<file path="config.mk">
export PLATFORM = sky130hd
export DESIGN_NAME = line_fill_ctrl_flat
export DESIGN_NICKNAME = d
export VERILOG_FILES = /design/src/rtl/line_fill_ctrl_if.sv /design/src/rtl/line_fill_ctrl.sv /design/src/flat_wrapper.sv
export SDC_FILE = /design/constraint.sdc
export NUM_CORES = 1
export LEC_CHECK = 0
export CAP_MARGIN = 20
export CORE_ASPECT_RATIO = 0.8
export CORE_MARGIN = 4
export CORE_UTILIZATION = 30
export DETAILED_ROUTE_END_ITERATION = 10
export GPL_TIMING_DRIVEN = 0
export HOLD_SLACK_MARGIN = 0.12
export PLACE_DENSITY = 0.62
export SKIP_LAST_GASP = 1
export SYNTH_ARGS = -nofsm -noshare
export SYNTH_HDL_FRONTEND = slang
export SYNTH_SLANG_ARGS = --single-unit
</file>
<file path="constraint.sdc">
create_clock -name clk -period 11.59 [get_ports clk]
set_input_delay 2.8975 -clock clk [delete_from_list [all_inputs] [get_ports clk]]
set_output_delay 2.8975 -clock clk [all_outputs]
set_load 0.05 [all_outputs]
</file>
<file path="src/rtl/line_fill_ctrl_if.sv">
// Pixel-fetch handshake and line-buffer write bus shared by the fill controller,
// the pixel source and the two-bank line buffer.
interface line_fill_ctrl_if;
  localparam int unsigned COORD_W = 11;
  localparam int unsigned RGB_W   = 12;

  logic               req_valid;
  logic               req_ready;
  logic [COORD_W-1:0] req_x;
  logic [COORD_W-1:0] req_y;
  logic               rsp_valid;
  logic [RGB_W-1:0]   rsp_rgb;
  logic               wr_en;
  logic               wr_bank;
  logic [COORD_W-1:0] wr_addr;
  logic [RGB_W-1:0]   wr_data;

  modport master (
    output req_valid, req_x, req_y, wr_en, wr_bank, wr_addr, wr_data,
    input  req_ready, rsp_valid, rsp_rgb
  );

  modport slave (
    input  req_valid, req_x, req_y, wr_en, wr_bank, wr_addr, wr_data,
    output req_ready, rsp_valid, rsp_rgb
  );
endinterface

</file>
<file path="src/rtl/line_fill_ctrl.sv">
// Two-bank line-buffer fill sequencer: fetches the line two rows ahead of the
// display while the display scans the other bank, swapping banks every line.
module line_fill_ctrl #(
  parameter int unsigned H_ACTIVE   = 800,
  parameter int unsigned V_ACTIVE   = 600,
  parameter int unsigned HCOUNT_MAX = 1055,
  parameter int unsigned VCOUNT_MAX = 627,
  parameter int unsigned MAX_OUT    = 4
) (
  input  logic                    clk,
  input  logic                    rst,
  input  logic [10:0]             hcount,
  input  logic [10:0]             vcount,
  line_fill_ctrl_if.master        bus,
  output logic                    rd_bank,
  output logic                    fill_done,
  output logic                    underrun
);

  localparam int unsigned COORD_W = 11;
  localparam int unsigned RGB_W   = 12;
  localparam int unsigned CNT_W   = $clog2(H_ACTIVE + 1);
  localparam int unsigned OUT_W   = $clog2(MAX_OUT + 1);

  typedef enum logic [2:0] {
    S_IDLE,
    S_REQ,
    S_WAIT,
    S_DONE,
    S_DRAIN
  } state_e;

  state_e             state_q;
  logic               rd_bank_q;
  logic               wr_bank_q;
  logic               req_valid_q;
  logic [COORD_W-1:0] req_x_q;
  logic [COORD_W-1:0] req_y_q;
  logic               wr_en_q;
  logic [COORD_W-1:0] wr_addr_q;
  logic [RGB_W-1:0]   wr_data_q;
  logic               fill_done_q;
  logic               underrun_q;
  logic [CNT_W-1:0]   issued_q;
  logic [CNT_W-1:0]   received_q;
  logic [OUT_W-1:0]   out_q;
  logic [COORD_W-1:0] fill_y_q;

  logic               swap;
  logic [COORD_W:0]   vsum;
  logic [COORD_W:0]   vwrap;
  logic [COORD_W-1:0] fill_y_d;
  logic               line_ok;
  logic               hs;
  logic               rsp_acc;
  logic               filling;
  logic               wr_fire;
  logic [OUT_W-1:0]   out_d;
  logic [CNT_W-1:0]   issued_inc;
  logic [CNT_W-1:0]   received_inc;
  logic [CNT_W-1:0]   issued_d;
  logic [CNT_W-1:0]   received_d;
  logic               restart;
  state_e             state_d;
  logic               underrun_d;
  logic               fill_done_d;
  logic               req_valid_d;

  // Swap detection, target-row wrap and counter bookkeeping
  always_comb begin
    swap     = (hcount == COORD_W'(HCOUNT_MAX));
    vsum     = (COORD_W+1)'(vcount) + (COORD_W+1)'(2);
    vwrap    = vsum;
    if (vsum > (COORD_W+1)'(VCOUNT_MAX)) begin
      vwrap = vsum - (COORD_W+1)'(VCOUNT_MAX + 1);
    end
    fill_y_d = swap ? COORD_W'(vwrap) : fill_y_q;
    line_ok  = (fill_y_d < COORD_W'(V_ACTIVE));

    hs       = req_valid_q & bus.req_ready;
    // A response with nothing outstanding is stray and leaves no trace
    rsp_acc  = bus.rsp_valid & (out_q != '0);
    filling  = (state_q == S_REQ) || (state_q == S_WAIT);
    wr_fire  = rsp_acc & filling & ~swap;

    out_d = out_q;
    if (hs && !rsp_acc) begin
      out_d = out_q + OUT_W'(1);
    end else if (!hs && rsp_acc) begin
      out_d = out_q - OUT_W'(1);
    end

    issued_inc   = issued_q + CNT_W'(hs);
    received_inc = received_q + CNT_W'(wr_fire);
  end

  // Next-state selection and one-cycle pulse generation
  always_comb begin
    state_d     = state_q;
    restart     = 1'b0;
    underrun_d  = 1'b0;
    fill_done_d = 1'b0;

    case (state_q)
      S_IDLE, S_DONE: begin
        if (swap) begin
          restart = 1'b1;
        end
      end
      S_REQ, S_WAIT: begin
        if (swap) begin
          underrun_d = 1'b1;
          if (out_d != '0) begin
            state_d = S_DRAIN;
          end else begin
            restart = 1'b1;
          end
        end else if (received_inc == CNT_W'(H_ACTIVE)) begin
          state_d     = S_DONE;
          fill_done_d = 1'b1;
        end else if (issued_inc == CNT_W'(H_ACTIVE)) begin
          state_d = S_WAIT;
        end
      end
      S_DRAIN: begin
        underrun_d = swap;
        if (out_d == '0) begin
          restart = 1'b1;
        end
      end
      default: state_d = S_IDLE;
    endcase

    if (restart) begin
      state_d = line_ok ? S_REQ : S_DONE;
    end

    issued_d    = restart ? '0 : issued_inc;
    received_d  = restart ? '0 : received_inc;
    req_valid_d = (state_d == S_REQ) && (issued_d < CNT_W'(H_ACTIVE))
                  && (out_d < OUT_W'(MAX_OUT));
  end

  always_ff @(posedge clk) begin
    if (rst) begin
      state_q     <= S_IDLE;
      rd_bank_q   <= 1'b0;
      wr_bank_q   <= 1'b1;
      req_valid_q <= 1'b0;
      req_x_q     <= '0;
      req_y_q     <= '0;
      wr_en_q     <= 1'b0;
      wr_addr_q   <= '0;
      wr_data_q   <= '0;
      fill_done_q <= 1'b0;
      underrun_q  <= 1'b0;
      issued_q    <= '0;
      received_q  <= '0;
      out_q       <= '0;
      fill_y_q    <= '0;
    end else begin
      state_q     <= state_d;
      issued_q    <= issued_d;
      received_q  <= received_d;
      out_q       <= out_d;
      fill_y_q    <= fill_y_d;
      fill_done_q <= fill_done_d;
      underrun_q  <= underrun_d;
      req_valid_q <= req_valid_d;
      wr_en_q     <= wr_fire;

      if (swap) begin
        rd_bank_q <= ~rd_bank_q;
        wr_bank_q <= rd_bank_q;
      end

      // Address only moves on handshake, so it stays put while stalled
      if (state_d == S_REQ) begin
        req_x_q <= COORD_W'(issued_d);
        req_y_q <= fill_y_d;
      end

      if (wr_fire) begin
        wr_addr_q <= COORD_W'(received_q);
        wr_data_q <= bus.rsp_rgb;
      end
    end
  end

  assign bus.req_valid = req_valid_q;
  assign bus.req_x     = req_x_q;
  assign bus.req_y     = req_y_q;
  assign bus.wr_en     = wr_en_q;
  assign bus.wr_bank   = wr_bank_q;
  assign bus.wr_addr   = wr_addr_q;
  assign bus.wr_data   = wr_data_q;
  assign rd_bank       = rd_bank_q;
  assign fill_done     = fill_done_q;
  assign underrun      = underrun_q;

endmodule

</file>
<file path="src/flat_wrapper.sv">
// flat-port wrapper written by rule: the top's interface ports become plain ports
module line_fill_ctrl_flat 
#(
  parameter int unsigned H_ACTIVE   = 800,
  parameter int unsigned V_ACTIVE   = 600,
  parameter int unsigned HCOUNT_MAX = 1055,
  parameter int unsigned VCOUNT_MAX = 627,
  parameter int unsigned MAX_OUT    = 4
)
  (clk, rst, hcount, vcount, rd_bank, fill_done, underrun, bus_req_valid, bus_req_x, bus_req_y, bus_wr_en, bus_wr_bank, bus_wr_addr, bus_wr_data, bus_req_ready, bus_rsp_valid, bus_rsp_rgb);
  line_fill_ctrl_if bus_i ();
  input  logic clk;
  input  logic rst;
  input  logic [10:0] hcount;
  input  logic [10:0] vcount;
  output logic rd_bank;
  output logic fill_done;
  output logic underrun;
  output wire logic [$bits(bus_i.req_valid)-1:0] bus_req_valid;
  output wire logic [$bits(bus_i.req_x)-1:0] bus_req_x;
  output wire logic [$bits(bus_i.req_y)-1:0] bus_req_y;
  output wire logic [$bits(bus_i.wr_en)-1:0] bus_wr_en;
  output wire logic [$bits(bus_i.wr_bank)-1:0] bus_wr_bank;
  output wire logic [$bits(bus_i.wr_addr)-1:0] bus_wr_addr;
  output wire logic [$bits(bus_i.wr_data)-1:0] bus_wr_data;
  input wire logic [$bits(bus_i.req_ready)-1:0] bus_req_ready;
  input wire logic [$bits(bus_i.rsp_valid)-1:0] bus_rsp_valid;
  input wire logic [$bits(bus_i.rsp_rgb)-1:0] bus_rsp_rgb;
  assign bus_req_valid = bus_i.req_valid;
  assign bus_req_x = bus_i.req_x;
  assign bus_req_y = bus_i.req_y;
  assign bus_wr_en = bus_i.wr_en;
  assign bus_wr_bank = bus_i.wr_bank;
  assign bus_wr_addr = bus_i.wr_addr;
  assign bus_wr_data = bus_i.wr_data;
  assign bus_i.req_ready = bus_req_ready;
  assign bus_i.rsp_valid = bus_rsp_valid;
  assign bus_i.rsp_rgb = bus_rsp_rgb;
  line_fill_ctrl #(.H_ACTIVE(H_ACTIVE), .V_ACTIVE(V_ACTIVE), .HCOUNT_MAX(HCOUNT_MAX), .VCOUNT_MAX(VCOUNT_MAX), .MAX_OUT(MAX_OUT)) u_core (.clk(clk), .rst(rst), .hcount(hcount), .vcount(vcount), .bus(bus_i), .rd_bank(rd_bank), .fill_done(fill_done), .underrun(underrun));
endmodule
</file>
==> impl_metrics.yaml, run 1 <==
placement:
  io_buffers: 85
  dp_hpwl_mm: 8.66
  gp_congestion: 0.904
  place_inst: 790
  dpl_cell_area_um2: 5440
run:
  cap_violations: 0
cells_and_area:
  final_nets: 664
  multi_input_area_um2: 2440
  n_antenna_cell: 0
  layout_common_cells: "dfxtp_1, clkdlybuf4s50_1, nand2_1"
  fillers: 1435
  post-route-util_pct: 40.1
  final_common_cell: "dfxtp_1"
  area_growth_pct: 31.3
  drive_above_1_share_pct: 7.23
  regArea_um2: 1720
  final_cells: 806
  fin_area_um2: 5710
power_and_ir_drop:
  p_comb_share_pct: 14.1
  swShare_pct: 27.0
  pwr-share-clk_pct: 40.5
  powerDensity_nw_per_um2: 117
  p_sw_w: 0.000180
  leakagePower_nw: 2.12
  worst_ir_drop_vdd_v: 0.0000721
  power_frac_seq_pct: 45.5
  p_int_w: 0.000486
cts:
  cts_buffer_depth: 2
  clkTransAtPathRegs_ns: 0.06
  post-cts-setup-buffer-count: 0
  cts.sinks: 86
  cts_inserted_buffers: 9
  post_cts_resized: 0
  htreeDepth: 3
  clk-insertion-delay-late_ns: 0.34
  cts_tree: "built"
  cts_hold_buf: 0
  cts_root_buf: "clkbuf_16"
critical_path:
  crit_chain: "clkdlybuf4s50_1 > nand4b_1 > nor4_1 > and4_1 > clkbuf_1 > or3_1 > clkbuf_1 > inv_1 > clkbuf_1 > ha_1 > ha_1 > and3_1 > clkbuf_1 > a31o_2 > a2111oi_0 > o211ai_1 > a2111oi_0 > nor3_1 > nand2_1 > and3_1 > buf_6 > buf_6 > mux2_4"
  crit-reg2reg-launch: "u_core.out_q[0]"
  arrival_ns: 8.71
  cp-end-kind: "register"
  path_class: "input port to register"
  cpMostUsedCell: "clkbuf_1"
  r2r_end: "u_core.bus.req_y[8]"
  path_max_fanout: 10
  required_ns: 11.82
  start_kind: "input port"
  ff2ff_path_depth: 22
  slowest_delay_ns: 0.46
  reg2reg_slack_ns: 6.11
  slowest_stage: "clkdlybuf4s50_1"
timing:
  final-max-slew-violation-count: 0
  final-setup-viol-count: 0
  maxSlewHeadroom_pct: 57.5
  holdWs_ns: 0.453
  fmax_ghz: 0.118
  fin_skew_ns: 0.00857
  period_needed_ns: 8.49
  setup_tns_ns: 0
  tightestPinTransition_ns: 0.622
  hold_viol: 0
  fin_crit_sh_pct: 73.2
  rsz0062_at_grt: "no"
floorplanning:
  fp.dieArea_um2: 16500
  core_area_um2: 14200
  ios: 89
  rows: 39
  start_util_pct: 30.5
  die_y_um: 116
  die_w_um: 143
hold_path:
  worst_hold_path.endpoint: "u_core.bus.wr_addr[0]"
  whs_path_depth: 2
  hold_start: "u_core.bus.wr_addr[0]"
  hold_class: "register to register"
synth:
  synth-seq-cells: 86
  seq_area_frac_synth_pct: 39.6
  netlist_top_cells_area: "dfxtp_1, nand2_1, a21oi_1"
  synth-edff-count: 0
  yosys.area.top_type: "dfxtp_1"
  yosysTopAreaCellShare_pct: 39.6
  syn_inst: 520
  synth.avg_cell_area_um2: 8.37
  async_reset_ff_share_pct: 0
  synth_cell_types: 60
  yosysWarningCount: 0
  netlist_area_um2: 4350
  synth_flop_cell: "dfxtp_1"
route:
  ant_nets: 0
  drt-initial-drc-count: 183
  drc: 0
  routedWlPerCell_um: 14.1
  viasPerCell: 4.92
  num_vias: 3965
  wirelength_mm: 11.3
  dr.pass1.iters: 4
global_route:
  grt.overflow.total: 0
  grt_max_degree: 16
  grt_pass1_vias: 3759
  antenna_found_initial: 0
  grt_util_all_layers_pct: 13.8
  grt_pass1_wl_mm: 18.3
status:
  outcome: "finished clean"
==> kinds of logic after synthesis <==
family	synth area share, %
fa+ha+maj	2.59
simple gates	25.7
xor+xnor	5.84
compound gates	15.7
buf+inv	4.34
flops	39.6
other cells	0.0862
mux	6.13
==> layer usage <==
metal | up-vias | wire [um] | global-route usage (%)
met5 | - | 0 | 0
met4 | 0 | 208 | 4.62
met3 | 19 | 604 | 3.67
met2 | 112 | 4600 | 19.8
met1 | 1816 | 5910 | 20.0
li1 | 2018 | - | -
==> registers in the layout, summed over array words and instances, names as in the netlist <==
register and cells:
u_core.fill_done 1, u_core.issued_q 10, u_core.received_q 10, u_core.bus.wr_en 1
u_core.out_q 3, u_core.state_q 3, u_core.bus.wr_addr 10, u_core.bus.req_valid 1
u_core.fill_y_q 11, u_core.bus.wr_bank 1, u_core.bus.wr_data 12, u_core.rd_bank 1
u_core.bus.req_y 11, u_core.underrun 1, u_core.bus.req_x 10
==> power by group through the flow <==
stage | registers, W | logic, W | clock network, W
final | 0.000303 | 0.0000936 | 0.000270
after global routing | 0.000303 | 0.000105 | 0.000291
after CTS | 0.000303 | 0.0000932 | 0.000279
after detailed placement | 0.000309 | 0.0000924 | 0
after global placement | 0.000309 | 0.0000872 | 0
after floorplan | 0.000309 | 0.0000606 | 0
==> critical path, delay by kind of cell <==
kind / cells / cell delay (ns)
AO/OA/AOI/OAI: 4 / 1.41
multiplexers: 1 / 0.32
AND/OR/NAND/NOR: 8 / 1.59
buffers and inverters: 8 / 1.91
adder cells (fa/ha/maj): 2 / 0.58
==> worst max-delay path by stage <==
| stage | from | end | slack (ns) |
|---|---|---|---|
| 2_1_floorplan | hcount[5] | u_core.bus.req_y[10] | 4.19 |
| 3_3_place_gp | hcount[0] | u_core.bus.req_y[5] | 2.87 |
| 3_5_place_dp | hcount[0] | u_core.bus.req_y[8] | 2.79 |
| 4_1_cts | hcount[0] | u_core.bus.req_y[8] | 3.11 |
| 5_1_grt | hcount[2] | u_core.bus.req_y[8] | 2.71 |
| 6_report | hcount[0] | u_core.bus.req_y[8] | 3.10 |
==> stage by stage <==
stage | total power, W | worst slack [ns]
floorplan | 0.000369 | 4.19
global placement | 0.000396 | 2.87
detailed placement | 0.000402 | 2.79
CTS | 0.000675 | 3.11
global route | 0.000699 | 2.71
finish | 0.000666 | 3.10
==> cell type report <==
class / instances / share of cell area [%]
inverter: 10 / 0.657
buffer: 32 / 2.65
multi-input combinational: 393 / 42.8
tap: 184 / 4.03
clock buffer: 11 / 4.07
sequential: 86 / 30.1
timing repair buffer: 85 / 14.9
clock inverter: 5 / 0.767
==> synthesized netlist by cell type, types with 5 or more instances <==
cell,number
xnor2_1,19
mux2_2,7
dfxtp_1,86
nand4_1,13
nor2_1,49
and2_1,10
nand2_1,72
nand3_1,11
mux2_4,9
inv_1,10
and3_1,12
nor2b_1,18
ha_1,9
nor3_1,11
a21oi_1,43
or3_1,5
a31oi_1,6
xor2_1,10
a211oi_1,5
clkbuf_1,21
o21ai_0,13
(Power assumes the default switching activity.)
==> inputs of run 2 (changes only) <==
--- a/config.mk
+++ b/config.mk
@@ -12,7 +12,7 @@
 export DETAILED_ROUTE_END_ITERATION = 10
 export GPL_TIMING_DRIVEN = 0
 export HOLD_SLACK_MARGIN = 0.12
-export PLACE_DENSITY = 0.62
+export PLACE_DENSITY = 0.64
 export SKIP_LAST_GASP = 1
 export SYNTH_ARGS = -nofsm -noshare
 export SYNTH_HDL_FRONTEND = slang
==> constraint.sdc (replaced) <==
create_clock -name clk -period 7.7 [get_ports clk]
set_input_delay 1.925 -clock clk [delete_from_list [all_inputs] [get_ports clk]]
set_output_delay 1.925 -clock clk [all_outputs]
set_load 0.05 [all_outputs]
==> run 2 against run 1 <==
Net effect:
- wire length up 1.0%
- power up 56%
- global-route usage down 0.070 points
- die area unchanged
- first-iteration DRC count up 6.6%
- final area up 0.50%
- critical path depth unchanged
- register-to-register slack worse by 3.8 ns
- clock power up 63%
- critical path type unchanged
- largest power group unchanged
==> impl_metrics.yaml, run 2 (synthesized netlist as in run 1, its figures left out) <==
status:
  outcome: "finished clean"
power_and_ir_drop:
  leakagePower_nw: 2.13
  pwr-share-clk_pct: 42.6
  power_frac_seq_pct: 44.0
  p_sw_w: 0.000272
  p_int_w: 0.000764
  worst_ir_drop_vdd_v: 0.000104
  p_comb_share_pct: 13.4
  swShare_pct: 26.3
  powerDensity_nw_per_um2: 180
floorplanning:
  rows: 39
  fp.dieArea_um2: 16500
  die_y_um: 116
  ios: 89
  start_util_pct: 30.5
  core_area_um2: 14200
  die_w_um: 143
critical_path:
  slowest_delay_ns: 0.42
  ff2ff_path_depth: 22
  cpMostUsedCell: "clkbuf_1"
  crit_chain: "clkdlybuf4s50_1 > nand4b_1 > nor4_1 > and4_1 > clkbuf_2 > or3_1 > clkbuf_1 > inv_1 > clkbuf_1 > ha_1 > ha_1 > and3_1 > clkbuf_1 > a31o_2 > a2111oi_0 > o211ai_1 > a2111oi_0 > nor3_1 > nand2_1 > and3_1 > buf_6 > buf_6 > mux2_4"
  startpoint: "hcount[5]"
  required_ns: 7.94
  r2r_end: "u_core.bus.req_y[3]"
  path_class: "input port to register"
  start_kind: "input port"
  slowest_stage: "a2111oi_0"
  arrival_ns: 7.42
  cp-end-kind: "register"
  crit-reg2reg-launch: "u_core.out_q[0]"
  crit_end: "u_core.bus.req_y[3]"
  path_max_fanout: 10
  reg2reg_slack_ns: 2.35
cts:
  cts_inserted_buffers: 9
  post-cts-setup-buffer-count: 0
  cts_buffer_depth: 2
  clkTransAtPathRegs_ns: 0.07
  post_cts_resized: 0
  clk-insertion-delay-late_ns: 0.34
  cts.sinks: 86
  cts_root_buf: "clkbuf_16"
  cts_tree: "built"
  cts_hold_buf: 0
  htreeDepth: 3
cells_and_area:
  fillers: 1460
  layout_common_cells: "dfxtp_1, clkdlybuf4s50_1, nand2_1"
  final_common_cell: "dfxtp_1"
  drive_above_1_share_pct: 7.72
  largest_register_ffs: 12
  area_growth_pct: 32.0
  final_nets: 664
  n_antenna_cell: 0
timing:
  finalWorstSetupSlack_ns: 0.515
  period_needed_ns: 7.19
  fin_skew_ns: 0.0126
  rsz0062_at_grt: "no"
  fin_crit_sh_pct: 93.3
  tightestPinTransition_ns: 0.742
  hold_viol: 0
  maxSlewHeadroom_pct: 49.2
  final-setup-viol-count: 0
  holdWs_ns: 0.453
  setup_tns_ns: 0
  final-max-slew-violation-count: 0
  fmax_ghz: 0.139
placement:
  place_ws_ns: 0.0174
  dp_hpwl_mm: 8.73
  gp_congestion: 0.915
  io_buffers: 85
run:
  cap_violations: 0
route:
  num_vias: 3990
  ant_nets: 0
  viasPerCell: 4.95
  dr.pass1.iters: 5
  drt-initial-drc-count: 195
  routedWlPerCell_um: 14.2
  wirelength_mm: 11.4
  drc: 0
global_route:
  grt_util_all_layers_pct: 13.7
  antenna_found_initial: 0
  grt.overflow.total: 0
  grt_pass1_vias: 3711
  grt_max_degree: 17
  grt_pass1_wl_mm: 18.3
hold_path:
  hold_class: "register to register"
run 2: changes by cell type in the layout (fill, tap and decap cells not counted), sizes merged:
cell      delta
bufinv       +1
clkbuf       -2
clkinv       -1
clkinvlp     +1
inv          +1
run 2: cell type report:
| cell class | count | area (um^2) | share of cell area [%] |
|---|---|---|---|
| multi-input combinational | 393 | 2440 | 42.6 |
| sequential | 86 | 1720 | 30.0 |
| timing repair buffer | 85 | 851 | 14.8 |
| tap | 184 | 230 | 4.01 |
| clock buffer | 9 | 225 | 3.92 |
| buffer | 32 | 153 | 2.66 |
| clock inverter | 7 | 78.8 | 1.37 |
| inverter | 10 | 37.5 | 0.654 |
run 2: per-stage QoR:
step / utilization (%) / cells / power (W) / area, um^2
4_1_cts: 40.3 / 806 / 0.00105 / 5740
3_3_place_gp: 38.1 / 790 / 0.000596 / 5440
5_1_grt: 40.3 / 806 / 0.00108 / 5740
6_report: 40.3 / 806 / 0.00104 / 5740
3_5_place_dp: 38.1 / 790 / 0.000602 / 5440
2_1_floorplan: - / 521 / 0.000556 / 4350
run 2: power by group through the flow:
| stage | Sequential [W] | Clock [W] | Combinational (W) |
|---|---|---|---|
| 3_3_place_gp | 0.000465 | 0 | 0.000130 |
| 4_1_cts | 0.000455 | 0.000452 | 0.000138 |
| 6_report | 0.000456 | 0.000441 | 0.000139 |
| 5_1_grt | 0.000456 | 0.000471 | 0.000155 |
| 2_1_floorplan | 0.000465 | 0 | 0.0000912 |
| 3_5_place_dp | 0.000466 | 0 | 0.000136 |
run 2: how the worst min path moves through the flow:
stage                                     start  slack (ns)                     to  cells after the start
after CTS                 u_core.bus.wr_addr[8]        0.46  u_core.bus.wr_addr[8]                      2
after detailed placement  u_core.bus.wr_addr[8]        0.45  u_core.bus.wr_addr[8]                      2
after floorplan              u_core.fill_y_q[2]        0.44     u_core.fill_y_q[2]                      2
after global placement    u_core.bus.wr_addr[8]        0.44  u_core.bus.wr_addr[8]                      2
final                     u_core.bus.wr_addr[8]        0.45  u_core.bus.wr_addr[8]                      2
after global routing      u_core.bus.wr_data[0]        0.48  u_core.bus.wr_data[0]                      2
run 2: worst max-delay path, delay by kind of cell:
family	cells	cell delay [ns]
adders and majority gates	2	0.56
and+or+nand+nor	8	1.58
AOI/OAI and AO/OA	4	1.35
buffers and inverters	8	1.67
muxes	1	0.32
run 2: per-layer routing:
metal | global-route usage, % | wire length, um
met1 | 19.6 | 5820
met2 | 20.9 | 4830
met3 | 3.30 | 708
met4 | 3.42 | 85
met5 | 0 | 0
==> inputs of run 3 (changes only) <==
--- a/config.mk
+++ b/config.mk
@@ -5,10 +5,13 @@
 export SDC_FILE = /design/constraint.sdc
 export NUM_CORES = 1
 export LEC_CHECK = 0
+export ABC_CLOCK_PERIOD_IN_PS = 7700
 export CAP_MARGIN = 20
 export CORE_ASPECT_RATIO = 0.8
 export CORE_MARGIN = 4
 export CORE_UTILIZATION = 30
+export CTS_CLUSTER_DIAMETER = 80
+export CTS_CLUSTER_SIZE = 28
 export DETAILED_ROUTE_END_ITERATION = 10
 export GPL_TIMING_DRIVEN = 0
 export HOLD_SLACK_MARGIN = 0.12
==> results of run 3 <==
The final DEF is identical to that of run 2; final timing and power are the same.
